<file path="src/rtl/max_scan_ctrl_pkg.sv">
`default_nettype none
// ============================================================================
// max_scan_pkg : shared types and constants for the max-search scan controller
// Rev 1.0
// ============================================================================
package max_scan_pkg;

    localparam int DEF_AW  = 8;
    localparam int DEF_DW  = 16;
    localparam int SW      = 16;
    localparam int NUM_REQ = 2;

    typedef enum logic [2:0] {
        ST_IDLE  = 3'd0,
        ST_CLEAR = 3'd1,
        ST_SCAN  = 3'd2,
        ST_DRAIN = 3'd3,
        ST_DONE  = 3'd4
    } state_t;

endpackage
`default_nettype wire

</file>
<file path="src/rtl/max_scan_ctrl_if.sv">
`default_nettype none
// ============================================================================
// max_scan_ctrl_if : requester-side job bus and engine-side control bundle
// Rev 1.0
// ============================================================================
interface max_scan_ctrl_if #(
    parameter int AW = max_scan_pkg::DEF_AW,
    parameter int DW = max_scan_pkg::DEF_DW
);
    import max_scan_pkg::*;

    logic [NUM_REQ-1:0] req;
    logic [SW-1:0]      start0;
    logic [AW:0]        len0;
    logic [SW-1:0]      start1;
    logic [AW:0]        len1;
    logic [SW-1:0]      eng_startaddr;
    logic [AW-1:0]      eng_count;
    logic               eng_sreset;
    logic [DW-1:0]      eng_max;
    logic               busy;
    logic [NUM_REQ-1:0] grant;
    logic [NUM_REQ-1:0] done;
    logic [DW-1:0]      result;

    modport slave (
        input  req, start0, len0, start1, len1, eng_max,
        output eng_startaddr, eng_count, eng_sreset, busy, grant, done, result
    );

    modport master (
        output req, start0, len0, start1, len1, eng_max,
        input  eng_startaddr, eng_count, eng_sreset, busy, grant, done, result
    );

endinterface
`default_nettype wire

</file>
<file path="src/rtl/max_scan_ctrl_rr_arbiter2.sv">
`default_nettype none
// ============================================================================
// rr_arbiter2 : two-way round-robin arbiter, pointer advances on adv pulse
// Rev 1.0
// ============================================================================
module rr_arbiter2 (
    input  wire logic       mclk,
    input  wire logic       reset,
    input  wire logic [1:0] req,
    input  wire logic       adv,
    input  wire logic [1:0] last,
    output logic      [1:0] gnt
);

    logic rr_ptr;

    always_comb begin
        gnt = 2'b00;
        if (!rr_ptr) begin
            if (req[0])      gnt = 2'b01;
            else if (req[1]) gnt = 2'b10;
        end else begin
            if (req[1])      gnt = 2'b10;
            else if (req[0]) gnt = 2'b01;
        end
    end

    // The pointer moves to favour whoever did not just finish.
    always_ff @(posedge mclk) begin
        if (reset)    rr_ptr <= 1'b0;
        else if (adv) rr_ptr <= ~last[1];
    end

endmodule
`default_nettype wire

</file>
<file path="src/rtl/max_scan_ctrl.sv">
`default_nettype none
// ============================================================================
// max_scan_ctrl : arbitrates two scan requesters and sequences the max engine
// Rev 1.0
// ============================================================================
module max_scan_ctrl
    import max_scan_pkg::*;
#(
    parameter int AW     = DEF_AW,
    parameter int DW     = DEF_DW,
    parameter int RD_LAT = 1
) (
    input  wire logic       mclk,
    input  wire logic       reset,
    max_scan_ctrl_if.slave  bus
);

    localparam int DRW = $clog2(RD_LAT + 2);

    state_t             state;
    state_t             state_nxt;
    logic [NUM_REQ-1:0] arb_gnt;
    logic [NUM_REQ-1:0] owner;
    logic [SW-1:0]      job_start;
    logic [AW:0]        job_len;
    logic [AW-1:0]      count;
    logic [DRW-1:0]     drain_cnt;
    logic [DW-1:0]      result_q;
    logic [SW-1:0]      sel_start;
    logic [AW:0]        sel_len;
    logic [AW:0]        len_m1;
    logic               take_job;
    logic               scan_last;
    logic               drain_last;

    rr_arbiter2 u_arb (
        .mclk  (mclk),
        .reset (reset),
        .req   (bus.req),
        .adv   (state == ST_DONE),
        .last  (owner),
        .gnt   (arb_gnt)
    );

    assign sel_start  = arb_gnt[1] ? bus.start1 : bus.start0;
    assign sel_len    = arb_gnt[1] ? bus.len1   : bus.len0;
    assign take_job   = (state == ST_IDLE) && (arb_gnt != 2'b00) && !reset;
    assign len_m1     = job_len - 1'b1;
    assign scan_last  = ({1'b0, count} == len_m1);
    assign drain_last = (drain_cnt == DRW'(RD_LAT));

    always_ff @(posedge mclk) begin
        if (reset) state <= ST_IDLE;
        else       state <= state_nxt;
    end

    always_comb begin
        state_nxt = state;
        case (state)
            ST_IDLE:  if (take_job) state_nxt = (sel_len == '0) ? ST_DONE : ST_CLEAR;
            ST_CLEAR: state_nxt = ST_SCAN;
            ST_SCAN:  if (scan_last) state_nxt = ST_DRAIN;
            ST_DRAIN: if (drain_last) state_nxt = ST_DONE;
            ST_DONE:  state_nxt = ST_IDLE;
            default:  state_nxt = ST_IDLE;
        endcase
    end

    always_comb begin
        bus.grant      = (state == ST_IDLE) ? (reset ? 2'b00 : arb_gnt) : owner;
        bus.done       = (state == ST_DONE) ? owner : 2'b00;
        bus.busy       = (state != ST_IDLE);
        bus.eng_sreset = !((state == ST_SCAN) || (state == ST_DRAIN));
    end

    // Result is captured on entry to DONE so it is already valid with the done pulse.
    always_ff @(posedge mclk) begin
        if (reset) begin
            owner     <= '0;
            job_start <= '0;
            job_len   <= '0;
            count     <= '0;
            drain_cnt <= '0;
            result_q  <= '0;
        end else begin
            if (take_job) begin
                owner     <= arb_gnt;
                job_start <= sel_start;
                job_len   <= sel_len;
            end else if (state == ST_DONE) begin
                owner <= '0;
            end

            case (state)
                ST_SCAN:  if (!scan_last) count <= count + 1'b1;
                ST_DRAIN: count <= count;
                default:  count <= '0;
            endcase

            drain_cnt <= (state == ST_DRAIN) ? drain_cnt + 1'b1 : '0;

            if (take_job && (sel_len == '0))
                result_q <= '0;
            else if ((state == ST_DRAIN) && drain_last)
                result_q <= bus.eng_max;
        end
    end

    assign bus.eng_startaddr = job_start;
    assign bus.eng_count     = count;
    assign bus.result        = result_q;

endmodule
`default_nettype wire

</file>
<file path="src/flat_wrapper.sv">
// flat-port wrapper written by rule: the top's interface ports become plain ports
module max_scan_ctrl_flat import max_scan_pkg::*;
#(
    parameter int AW     = DEF_AW,
    parameter int DW     = DEF_DW,
    parameter int RD_LAT = 1
)
  (mclk, reset, bus_req, bus_start0, bus_len0, bus_start1, bus_len1, bus_eng_max, bus_eng_startaddr, bus_eng_count, bus_eng_sreset, bus_busy, bus_grant, bus_done, bus_result);
  max_scan_ctrl_if #(.AW(AW), .DW(DW)) bus_i ();
  input  wire logic mclk;
  input  wire logic reset;
  input wire logic [$bits(bus_i.req)-1:0] bus_req;
  input wire logic [$bits(bus_i.start0)-1:0] bus_start0;
  input wire logic [$bits(bus_i.len0)-1:0] bus_len0;
  input wire logic [$bits(bus_i.start1)-1:0] bus_start1;
  input wire logic [$bits(bus_i.len1)-1:0] bus_len1;
  input wire logic [$bits(bus_i.eng_max)-1:0] bus_eng_max;
  output wire logic [$bits(bus_i.eng_startaddr)-1:0] bus_eng_startaddr;
  output wire logic [$bits(bus_i.eng_count)-1:0] bus_eng_count;
  output wire logic [$bits(bus_i.eng_sreset)-1:0] bus_eng_sreset;
  output wire logic [$bits(bus_i.busy)-1:0] bus_busy;
  output wire logic [$bits(bus_i.grant)-1:0] bus_grant;
  output wire logic [$bits(bus_i.done)-1:0] bus_done;
  output wire logic [$bits(bus_i.result)-1:0] bus_result;
  assign bus_i.req = bus_req;
  assign bus_i.start0 = bus_start0;
  assign bus_i.len0 = bus_len0;
  assign bus_i.start1 = bus_start1;
  assign bus_i.len1 = bus_len1;
  assign bus_i.eng_max = bus_eng_max;
  assign bus_eng_startaddr = bus_i.eng_startaddr;
  assign bus_eng_count = bus_i.eng_count;
  assign bus_eng_sreset = bus_i.eng_sreset;
  assign bus_busy = bus_i.busy;
  assign bus_grant = bus_i.grant;
  assign bus_done = bus_i.done;
  assign bus_result = bus_i.result;
  max_scan_ctrl #(.AW(AW), .DW(DW), .RD_LAT(RD_LAT)) u_core (.mclk(mclk), .reset(reset), .bus(bus_i));
endmodule
</file>
<file path="config.mk">
export PLATFORM = sky130hd
export DESIGN_NAME = max_scan_ctrl_flat
export DESIGN_NICKNAME = d
export VERILOG_FILES = /design/src/rtl/max_scan_ctrl_pkg.sv /design/src/rtl/max_scan_ctrl_if.sv /design/src/rtl/max_scan_ctrl_rr_arbiter2.sv /design/src/rtl/max_scan_ctrl.sv /design/src/flat_wrapper.sv
export SDC_FILE = /design/constraint.sdc
export NUM_CORES = 1
export LEC_CHECK = 0
export CELL_PAD_IN_SITES_DETAIL_PLACEMENT = 1
export CELL_PAD_IN_SITES_GLOBAL_PLACEMENT = 1
export CORE_MARGIN = 2
export CORE_UTILIZATION = 30
export DETAILED_ROUTE_END_ITERATION = 6
export HOLD_SLACK_MARGIN = 0.03
export PLACE_DENSITY_LB_ADDON = 0.1
export SLEW_MARGIN = 0
export SYNTH_ARGS = -nofsm -noshare
export SYNTH_HDL_FRONTEND = slang
export SYNTH_SLANG_ARGS = --single-unit
</file>
<file path="constraint.sdc">
create_clock -name mclk -period 2.95 [get_ports mclk]
set_input_delay 0.295 -clock mclk [delete_from_list [all_inputs] [get_ports mclk]]
set_output_delay 0.295 -clock mclk [all_outputs]
set_load 0.03 [all_outputs]
</file>
Word-level counts from Yosys, hierarchy flattened
Cells that the tools add are included.
{"block": "totals", "ff_bits": 57, "in_bits": 70, "out_inout_bits": 46, "word_cells": 58}
{"block": "op_classes", "n_addsub": 3, "n_eq_ne": 10, "mux": 19, "bitwise": 2, "reduce_logical": 16}
{"op": "2-bit two-way mux", "n": 9}
{"op": "16-bit two-way mux", "n": 1}
{"op": "8-bit one-hot mux with 2 select lines", "n": 1}
{"op": "3-bit two-way mux", "n": 4}
{"op": "3-bit one-hot mux with 4 select lines", "n": 1}
{"op": "8-bit by 9-bit == test with 1-bit output", "n": 1}
{"op": "9-bit logical NOT", "n": 1}
{"op": "9-bit two-way mux", "n": 1}
{"op": "9-bit by 1-bit subtractor with 9-bit output (second input constant)", "n": 1}
{"op": "8-bit by 1-bit adder with 8-bit output (second input constant)", "n": 1}
{"op": "8-bit two-way mux", "n": 1}
{"op": "3-bit by 2-bit == test with 1-bit output (second input constant)", "n": 2}
{"op": "2-bit by 1-bit inequality test with 1-bit output (second input constant)", "n": 3}
{"op": "1-bit logical AND", "n": 4}
{"op": "2-bit nonzero test", "n": 2}
{"op": "2-bit OR reduction", "n": 2}
{"op": "3-bit by 1-bit == test with 1-bit output (second input constant)", "n": 1}
{"op": "3-bit == test (second input constant)", "n": 1}
{"op": "3-bit logical NOT", "n": 1}
{"op": "3-bit AND reduction", "n": 1}
{"op": "3-bit nonzero test", "n": 1}
{"op": "2-bit by 1-bit adder with 2-bit output (second input constant)", "n": 1}
{"op": "2-bit by 1-bit == test with 1-bit output (second input constant)", "n": 1}
{"op": "1-bit logical NOT", "n": 2}
{"op": "5 further kinds", "n": 6}

Longest topological paths before layout
Gate-level depths: netlist (run 1).
{"block": "depth", "ltp_word": 8, "depth_mapped": 9, "mapped_depth_nobuf": 9}

By module
Synthesis (run 1) repeated with hierarchy kept, for this count alone.
{"block": "hier_totals", "cells_unflattened": 334, "hier_area_um2": 2850.2}
{"module": "max_scan_ctrl", "instances": 1, "cells_each": 328, "area_per_inst_um2": 2795.2, "seq_area_each_um2": 1121.1}
{"module": "rr_arbiter2", "instances": 1, "cells_each": 6, "area_per_inst_um2": 55.1, "seq_area_each_um2": 20.0}

Least setup slack after synthesis (run 1)
No wires, ideal clock.
{"block": "synth_timing", "path_type": "register to register", "startpoint": "reg u_core.job_len[2]", "endpoint": "reg u_core.count[5], in the netlist u_core.bus.eng_count[5]", "setup_ps": 59, "arrival_ps": 2177, "t_required_ps": 2891, "setup_slack_ps": 714, "path_stages_with_launch": 9, "path_buffers": 1, "synth_period_minus_slack_ps": 2236, "path_cell_list": "dfxtp_1 or3_1 buf_2 o221a_1 a311oi_2 a22oi_2 and3b_4 or4_1 nand2_1"}
{"block": "synth_via", "elab_chain_cells": 4}
{"element": "from (decl)", "line_no": "max_scan_ctrl.sv:25", "rtl": "logic [AW:0] job_len;"}
{"element": "from (signal assigned)", "line_no": "max_scan_ctrl.sv:89", "rtl": "job_len <= sel_len;"}
{"element": "9-bit by 1-bit subtractor with 9-bit output", "line_no": "max_scan_ctrl.sv:48", "rtl": "assign len_m1 = job_len - 1'b1;"}
{"element": "8-bit by 9-bit == test with 1-bit output", "line_no": "max_scan_ctrl.sv:49", "rtl": "assign scan_last = ({1'b0, count} == len_m1);"}
{"element": "2-bit inequality test (no line)"}
{"element": "2-bit AND reduction (no line)"}
{"element": "to (signal assigned)", "line_no": "max_scan_ctrl.sv:95", "rtl": "ST_SCAN: if (!scan_last) count <= count + 1'b1;"}
{"element": "to (signal assigned)", "line_no": "max_scan_ctrl.sv:96", "rtl": "ST_DRAIN: count <= count;"}
{"element": "to (decl)", "line_no": "max_scan_ctrl.sv:26", "rtl": "logic [AW-1:0] count;"}
No other way between the ends.
A chain may end at the register's enable or synchronous reset.

Worst setup path in the final report (run 1)
{"block": "layout_timing", "startpoint": "reg u_core.job_len[0]", "endpoint": "reg u_core.count[4], in the netlist u_core.bus.eng_count[4]"}
Same word-level chain as after synthesis.

==> run metrics, run 1 <==
post-DR wirelength/cell=14.96 microns; Hold Worst Slack=0.4423 ns; Int Power=approximately 1.5 mW; Hold Buf Count CTS=0; Tmin final=2.448 ns; I/O Pins=116; Post-Syn Nets=approximately 430; clock share of power=34.4%; status=completed; H-tree Lvls=3; endpoints failing setup=0; pre-CTS WS=slightly below 0.5 ns; reg2reg end=u_core.bus.eng_count[4]$_SDFFE_PP0P_; Setup crit start kind=flip-flop; CP required=about 3.2 ns; Post-Syn Instances=360; 1st-iter DRT viols=between 40 and 50; Sw Pwr=0.6330 mW; gr ovfl total=0; first-pass iteration count of the detailed router=4; vias per cell=5.077; Skew-Pair Late Insertion Delay=0.33 ns; Mean Syn Cell Area=7.636 sq um; switch share=a little under a third; clock buffer count from CTS=9; PD cells=502.8 nW/um^2; RD Place Congestion=0.7562; TNS Setup=0 ns; Worst Hold Path Cells=1; chip height=99.73 microns; Critical Path AT=between 2 and 3 ns; largest net degree at the start of global routing=36; clock skew=slightly below 0.01 ns; Post-synth EDFFs=0; MaxCap Viol Count=0; IO buf count=115; setup ws final=0.5017 ns; Vias=2960; Longest Clk Path Bufs=2; die area=9945 sq um; Core Rows=34; Total GRT Usage=between 10% and 20%; peak supply drop=0.2012 mV; RSZ-0062 raised after global routing=no; Yosys cell types=47; most frequent cells after synthesis=nand2_1 (92), dfxtp_1 (57), nor2_1 (40); cell area after synthesis=2749 sq um; Comb power frac=between 20% and 30%; nature of the critical path endpoint=flip-flop; internal reg-to-reg setup slack=0.50 ns; global-route wire length before repair=14560 microns; Nets=543; Slew HR=54.55%; share of layout cells above drive strength 1=7.579%; CTS root buf=clkbuf_8; vias in the first global route=3044; Hold Crit Start=u_core.drain_cnt[0]$_SDFF_PP0_; die width=99.73 microns; final hold vios=0; post-synth top area share=41.51%; Reg power frac=40.9%; CTS Sinks=57; ys flop type=dfxtp_1; Lkg Pwr=roughly 1.5 nW; CTS tree=done; initial antenna violation count=0; setup bufs post-CTS=0; Synth Register Bits=57; Gates resized, CTS repair=0; Worst-path clk slew=0.07 ns; WS Path Type=flip-flop to flip-flop; reg2reg start=u_core.job_len[0]$_SDFFE_PP0P_; Synthesis Warnings=0; ANT cells=0; Final Max Tran Viols=0; Hold Crit Endpoint=u_core.drain_cnt[0]$_SDFF_PP0_; DRT antenna net count=0; area leader, netlist=dfxtp_1; HPWL after detailed placement=between 6000 and 7000 microns; worst-margin pin slew=0.6755 ns; DR DRC count=0; ranking of synthesized cells by area=dfxtp_1 (42%), nand2_1 (13%), a311oi_1 (7.6%); worst hold path class=flip-flop to flip-flop; top-count cell post-synth=nand2_1; final period utilization=82.99%; share of flip-flops with an asynchronous set or reset=0%; reg2reg path depth=9; area of the core=8806 sq um; Crit Path Max Fanout=7; max frequency=408.4 MHz; Routed WL=8721 microns; Area growth, synth to finish=52.62%; starting density of the core=31.22%; sequential area share after synthesis=41.51%
[worst max-delay path, stage by stage (launching register included)]
cell,delay [ns]
dfxtp_1,0.37
inv_1,0.06
ha_1,0.23
and2_1,0.19
o21ai_0,0.17
a31oi_1,0.12
nor4_1,0.63
and3b_4,0.36
o21ai_0,0.09
o311a_1,0.13
[worst max path at each step]
stage / from / to / slack [ns]
finish: u_core.job_len[0]$_SDFFE_PP0P_ / u_core.bus.eng_count[4]$_SDFFE_PP0P_ / 0.50
global route: u_core.job_len[0]$_SDFFE_PP0P_ / u_core.bus.eng_count[4]$_SDFFE_PP0P_ / 0.28
CTS: u_core.job_len[0]$_SDFFE_PP0P_ / u_core.bus.eng_count[4]$_SDFFE_PP0P_ / 0.51
detailed placement: bus_req[0] / u_core.bus.result[7]$_SDFFE_PP0P_ / 0.48
global placement: bus_req[0] / u_core.bus.result[1]$_SDFFE_PP0P_ / 0.57
floorplan: u_core.job_len[2]$_SDFFE_PP0P_ / u_core.bus.eng_count[5]$_SDFFE_PP0P_ / 0.71
[sequential cells by signal, summed over array words and instances, names as in the netlist]
register,flops
u_core.job_len,9
u_core.owner,2
u_core.bus.eng_startaddr,16
u_core.u_arb.rr_ptr,1
u_core.bus.result,16
u_core.bus.eng_count,8
u_core.drain_cnt,2
u_core.state,3
[layer usage]
layer / wire (microns) / global-route usage (%) / up-vias / share of wire (%)
li1: - / - / 1489 / -
met1: 3678 / 21.34 / 1394 / 42
met2: 4411 / 31.08 / 66 / 51
met3: 490 / 5.411 / 11 / 5.6
met4: 140 / 6.955 / 0 / 1.6
met5: 0 / 0 / - / 0
[through the flow]
step	instance area (sq um)	cells	total power [mW]	util [%]
after detailed placement	3999	567	1.405	45.41
after global placement	3999	567	1.393	45.41
after floorplan	2749	360	1.171	-
after CTS	4195	583	2.136	47.64
final	4195	583	2.110	47.64
after global routing	4195	583	2.222	47.64
[power by group through the flow]
stage | Combinational (mW) | Clock, mW | Sequential [mW]
CTS | 0.526 | 0.746 | 0.864
floorplan | 0.248 | 0 | 0.923
detailed placement | 0.524 | 0 | 0.881
finish | 0.520 | 0.726 | 0.864
global placement | 0.516 | 0 | 0.877
global route | 0.567 | 0.783 | 0.873
[logic make-up (layout without fill, tap and decap cells)]
logic type | Yosys count | in the layout | synth area share (%)
simple gates | 183 | 183 | 30.00
fa+ha+maj | 3 | 3 | 1.366
mux | 1 | 1 | 0.3641
xor+xnor | 8 | 8 | 2.549
compound gates | 77 | 77 | 19.89
buf+inv | 31 | 146 | 4.324
flops | 57 | 57 | 41.51
[cell type report]
cell class	instances	area [sq um]
timing repair buffer	121	1191
inverter	9	33.78
fill	1066	4611
clock buffer	11	141.4
sequential	57	1141
clock inverter	5	55.05
tap	108	135.1
multi-input combinational	272	1498
[placed cells by master, fill, tap and decap left out, types with 2 or more instances in the layout]
master           synthesis  final
and3_1                   6      6
clkbuf_8                 0     10
nor2_1                  40     40
clkdlybuf4s50_1          0    113
nor2b_1                  2      2
or2_2                    4      4
nor4_1                   9      9
buf_4                    0      8
and2_1                   2      2
clkinv_2                 0      2
o21ai_0                 10      9
a311oi_1                24     24
dfxtp_1                 57     57
xnor2_1                  8      8
nor3_1                   5      4
nand2b_1                 3      3
nand2_1                 92     92
nand3_1                  3      3
inv_1                    8      8
a21oi_1                 24     24
clkinvlp_4               0      2
a211oi_1                 6      6
ha_1                     3      3
or3_1                    4      4
nand4_1                  5      5
Note: power is estimated with default switching activity, not from simulation.
==> inputs of run 2 (changes only) <==
CORE_UTILIZATION = 27   (was 30)
clock period = 2.2 ns   (was 2.95 ns; I/O delays follow)
==> run 2 against run 1 <==
Critical path depth is 1 lower. Global-route usage is 0.22 points lower. Non-clock buffer count is 18 higher. Combinational power is 58% higher. Wire length is 11% higher. Fmax is 16% higher. Utilization is 1.8 points lower. Sequential power is 33% higher. Flip-flop and latch count stayed put. Critical path type unchanged.
==> run metrics, run 2 (synthesized netlist as in run 1, its figures left out) <==
status=completed; WS Path Type=flip-flop to flip-flop; Worst path slowest cell=or3_4; initial antenna violation count=0 (unchanged); ANT cells=0 (unchanged); CTS Sinks=57 (unchanged); DRT antenna net count=0 (unchanged); Sw Pwr=0.9561 mW (+51%); nature of the critical path endpoint=flip-flop; endpoints failing setup=0 (unchanged); Vias=3066 (+3.6%); DR DRC count=0 (unchanged); final period utilization=96.20% (+13 points); PD cells=689.6 nW/um^2 (+37%); max frequency=472.5 MHz (+16%); Critical Path, Cell by Cell=or3_4, buf_4, nor4_1, a211oi_2, a22oi_2, and3b_4, o21ai_0, o311a_1; Hold Buf Count CTS=0 (unchanged); Critical Path AT=2.35 ns (-0.31 ns); largest net degree at the start of global routing=30 (-17%); Tmin final=2.116 ns (-0.3318 ns); worst stage delay on the critical path=0.40 ns (-0.23 ns); clock share of power=36.5% (+2.1 points); cell family with most CP delay=simple AND/OR/NAND/NOR gates; CP required=2.43 ns (-0.74 ns); Total GRT Usage=17.93% (-0.22 points); Lkg Pwr=1.629 nW (+8.8%); 1st-iter DRT viols=111 (+160%); Crit Path Max Fanout=7 (unchanged); MaxCap Viol Count=0 (unchanged); Buf/Inv on CP=1 (unchanged); H-tree Lvls=3 (unchanged); worst-margin pin slew=0.5583 ns (-0.1172 ns); RD Place Congestion=0.7826 (+3.5%); M2 GR Usage=31.35% (+0.27 points); Skew-Pair Late Insertion Delay=0.34 ns (about the same); global-route wire length before repair=15850 microns (+8.9%); die area=11000 sq um (+11%); share of layout cells above drive strength 1=13.39% (+5.8 points); internal reg-to-reg setup slack=0.08 ns (-0.42 ns); Int Power=2.146 mW (+45%); Nets=561 (+3.3%); post-DR wirelength/cell=15.52 microns (+3.7%); worst hold path class=input pin to flip-flop; Core Rows=36 (+5.9%); Comb power frac=26.4% (+1.7 points); gr ovfl total=0 (unchanged); switch share=30.82% (+0.82 points); Longest Clk Path Bufs=2 (unchanged); CTS root buf=clkbuf_8; Final Max Tran Viols=0 (unchanged); clock skew=0.01397 ns (+0.004134 ns); chip height=104.9 microns (+5.2%); most common cell after layout, fill and taps aside=clkdlybuf4s50_1; IO buf count=115 (unchanged); Reg power frac=37.1% (-3.8 points); met3 Usage GRT=4.928% (-0.48 points); first-pass iteration count of the detailed router=4 (unchanged); Setup crit start kind=flip-flop; Routed WL=9713 microns (+11%); HPWL after detailed placement=7208 microns (+7.8%); Area growth, synth to finish=63.63%; final hold vios=0 (unchanged); met1 Resource Use GR=20.90% (-0.44 points); CTS tree=done; GRT busiest layer=met2; commonest cells after routing, fill and taps aside=clkdlybuf4s50_1 (112), nand2_1 (92), dfxtp_1 (55); pre-CTS WS=-0.1787 ns (-0.6614 ns); Worst-path clk slew=0.08 ns (about the same); area of the core=9819 sq um (+12%); vias in the first global route=3309 (+8.7%); Slew HR=62.69% (+8.1 points); I/O Pins=116 (unchanged); vias per cell=4.898 (-3.5%); peak supply drop=0.3847 mV (+91%); final core occ=45.81% (-1.8 points); starting density of the core=27.99% (-3.2 points); die width=104.9 microns (+5.2%); setup ws final=0.08353 ns (-0.4182 ns); clock buffer count from CTS=9 (unchanged)
-- run 2: tightest hold or removal path, delay by kind of cell --
kind                   cells  cell delay (ns)
AOI/OAI and AO/OA          1             0.05
buffers and inverters      1             0.39
and+or+nand+nor            1             0.06
-- run 2: final cells by class --
| class | count | area [sq um] |
|---|---|---|
| Fill cell | 1222 | 5321 |
| Timing Repair Buffer | 139 | 1354 |
| Sequential cell | 57 | 1144 |
| Clock buffer | 9 | 123.9 |
| Inverter | 9 | 33.78 |
| Tap cell | 133 | 166.4 |
| Clock inverter | 7 | 101.3 |
| Multi-Input combinational cell | 272 | 1575 |
-- run 2: worst paths after layout --
path,cells after the start,start,end
worst max register to register,8,u_core.job_len[2]$_SDFFE_PP0P_,u_core.bus.eng_count[4]$_SDFFE_PP0P_
worst min-delay path,3,bus_eng_max[0],u_core.bus.result[0]$_SDFFE_PP0P_
worst max-delay path,8,u_core.job_len[2]$_SDFFE_PP0P_,u_core.bus.eng_count[4]$_SDFFE_PP0P_
worst min register to register,2,u_core.bus.result[15]$_SDFFE_PP0P_,u_core.bus.result[15]$_SDFFE_PP0P_
-- run 2: timing repair --
| item | CTS | global route |
|---|---|---|
| setup endpoints to repair | 8 | 7 |
| buffers inserted | 0 | 1 |
| pin swaps | 0 | 6 |
| gates resized for setup | 5 | 12 |
-- run 2: stage by stage --
stage	TNS, ns	cells	power (mW)	hold WS (ns)	instance area [sq um]
finish	0	626	3.102	0.4254	4498
global route	-0.09084	626	3.276	0.4221	4498
CTS	-0.01716	625	3.108	0.4179	4436
detailed placement	-0.7101	609	1.949	0.4345	4183
global placement	-0.1647	609	1.935	0.4172	4183
floorplan	-0.06988	360	1.570	0.3560	2749
-- run 2: power groups by stage --
stage | Combinational [mW] | Sequential, mW | Clock [mW]
after floorplan | 0.332 | 1.24 | 0
after CTS | 0.799 | 1.15 | 1.16
after global placement | 0.764 | 1.17 | 0
after global routing | 0.890 | 1.16 | 1.22
after detailed placement | 0.775 | 1.17 | 0
final | 0.819 | 1.15 | 1.13
-- run 2: metal layers --
layer | vias to the layer above | share of wire, %
met3 | 14 | 5.1
met2 | 67 | 51
li1 | 1523 | -
met1 | 1462 | 42
met4 | 0 | 1.7
met5 | - | 0
==> inputs of run 3 (changes only) <==
CAP_MARGIN = 20   (was unset)
CELL_PAD_IN_SITES_DETAIL_PLACEMENT = 0   (was 1)
CELL_PAD_IN_SITES_GLOBAL_PLACEMENT = 2   (was 1)
CORE_UTILIZATION = 20   (was 27)
==> run 3 against run 2 <==
Fmax shrank 1.2%. Via count shrank 1.9%. Sequential power is essentially flat. Final area grew 4.4%. Largest cell class unchanged. Sequential share of layout area shrank 1.1 points. Worst setup slack lost 0.026 ns. First-iteration DRC count shrank 14%. Critical endpoint is now u_core.bus.eng_count[5]$_SDFFE_PP0P_. Non-clock buffer count grew 5.
==> run metrics, run 3 (synthesized netlist as in run 1, its figures left out) <==
status=completed; WS Path Type=flip-flop to flip-flop; starting density of the core=20.59% (-7.4 points); Skew-Pair Late Insertion Delay=0.34 ns (about the same); MaxCap Viol Count=0 (unchanged); peak supply drop=0.3260 mV (-15%); CTS root buf=clkbuf_16; first-pass iteration count of the detailed router=4 (unchanged); I/O Pins=116 (unchanged); DR DRC count=0 (unchanged); Final Total Pwr=3.594 mW (+16%); clock skew=0.006461 ns (-0.007511 ns); Critical Path, Cell by Cell=inv_1, ha_1, buf_4, nand2b_1, o22a_2, a211oi_2, a22oi_2, and3b_4, or4_4, nand2_1; worst stage delay on the critical path=0.47 ns (+0.07 ns); Routed WL=9818 microns (+1.1%); RSZ-0062 raised after global routing=yes; ANT cells=0 (unchanged); global-route wire length before repair=16030 microns (+1.1%); largest net degree at the start of global routing=22 (-27%); Tmin final=2.143 ns (+0.02642 ns); Critical Path AT=2.42 ns (+0.07 ns); Final Max Tran Viols=0 (unchanged); DRT antenna net count=0 (unchanged); HPWL after detailed placement=7424 microns (+3.0%); commonest cells after routing, fill and taps aside=clkdlybuf4s50_1 (112), nand2_1 (92), dfxtp_1 (55); final core occ=35.17% (-11 points); Area after DPL=4269 sq um (+2.1%); Vias=3007 (-1.9%); max frequency=466.7 MHz (-1.2%); die area=14700 sq um (+34%); final period utilization=97.40% (+1.2 points); Buf/Inv on CP=2 (+1); clock buffer count from CTS=9 (unchanged); share of layout cells above drive strength 1=14.46% (+1.1 points); Crit Path Max Fanout=6 (-1); IO buf count=115 (unchanged); H-tree Lvls=3 (unchanged); Total GRT Usage=14.23% (-3.7 points); area of the core=13350 sq um (+36%); TNS Setup=0 ns (unchanged); vias in the first global route=3166 (-4.3%); worst hold path class=input pin to flip-flop; 1st-iter DRT viols=95 (-14%); final instance area=4695 sq um (+4.4%); CTS Sinks=57 (unchanged); final hold vios=0 (unchanged); CTS tree=done; Area growth, synth to finish=70.78%; Longest Clk Path Bufs=2 (unchanged); most common cell after layout, fill and taps aside=clkdlybuf4s50_1; post-DR wirelength/cell=14.57 microns (-6.1%); Core Rows=42 (+17%); nature of the critical path endpoint=flip-flop; Hold Buf Count CTS=0 (unchanged); chip height=121.2 microns (+16%); gr ovfl total=0 (unchanged); Setup crit start kind=flip-flop; cell family with most CP delay=simple AND/OR/NAND/NOR gates; PD cells=765.5 nW/um^2 (+11%); Worst path slowest cell=or4_4; Lkg Pwr=1.708 nW (+4.9%); worst-margin pin slew=0.5963 ns (+0.03800 ns); Slew HR=60.15% (-2.5 points); Nets=566 (+0.89%); endpoints failing setup=0 (unchanged); Worst-path clk slew=0.06 ns (-0.02 ns); RD Place Congestion=0.7920 (+1.2%); initial antenna violation count=0 (unchanged); die width=121.2 microns (+16%); vias per cell=4.461 (-8.9%); Fillers=1445 (+18%); CP required=2.48 ns (+0.05 ns)
-- run 3: cell count changes in the layout (fill, tap and decap cells not counted), moves of 2 or more --
cell       previous run  this run
clkbuf_16             0         9
clkbuf_8              9         0
buf_4                24        30
inv_6                 2         0
-- run 3: metrics by stage --
stage,setup slack (ns),std cells,hold WS (ns)
after floorplan,-0.03627,360,0.3560
after global placement,-0.1210,658,0.4161
after detailed placement,-0.1961,658,0.4263
after CTS,0.02470,674,0.4135
after global routing,-0.03595,674,0.4253
final,0.05711,674,0.4245
-- run 3: worst reg2reg max path, cell delays in order, from the launching register on --
cell      delay, ns
dfxtp_2        0.32
inv_1          0.05
ha_1           0.16
buf_4          0.11
nand2b_1       0.10
o22a_2         0.25
a211oi_2       0.22
a22oi_2        0.11
and3b_4        0.21
or4_4          0.47
nand2_1        0.08
-- run 3: timing repair --
action | 4_1_cts | 5_1_grt
hold endpoints to repair | 0 | 0
gates resized for setup | 9 | 9
buffers inserted | 0 | 0
setup endpoints to repair | 5 | 25
pin swaps | 2 | 4
-- run 3: routing by layer --
metal  vias up  wire [microns]  part of all wire (%)  GRT usage, %
met2        70            4581                    47         22.75
li1       1539               -                     -             -
met5         -               0                     0             0
met4         0             212                   2.2         6.753
met3        14             648                   6.6         4.934
met1      1384            4375                    45         17.07
-- run 3: cell type report --
| cell class | instances | area, sq um | share of cell area [%] |
|---|---|---|---|
| multi-input combinational | 272 | 1574 | 33.53 |
| sequential | 57 | 1144 | 24.36 |
| inverter | 9 | 33.78 | 0.7196 |
| tap | 176 | 220.2 | 4.691 |
| clock buffer | 9 | 225.2 | 4.797 |
| clock inverter | 7 | 118.9 | 2.532 |
| timing repair buffer | 144 | 1379 | 29.37 |
-- run 3: worst paths after layout --
path / startpoint / end / slack [ns] / cells past startpoint
max: u_core.job_len[0]$_SDFFE_PP0P_ / u_core.bus.eng_count[5]$_SDFFE_PP0P_ / 0.06 / 10
max reg2reg: u_core.job_len[0]$_SDFFE_PP0P_ / u_core.bus.eng_count[5]$_SDFFE_PP0P_ / 0.06 / 10
min reg2reg: u_core.drain_cnt[0]$_SDFF_PP0_ / u_core.drain_cnt[0]$_SDFF_PP0_ / 0.43 / 1
min: bus_eng_max[13] / u_core.bus.result[13]$_SDFFE_PP0P_ / 0.42 / 3
-- run 3: report_power, final --
part	switching, mW	leakage, nW	internal (mW)
Clock	0.525	0.162	1.10
Combinational	0.417	1.08	0.395
Sequential	0.0524	0.465	1.10
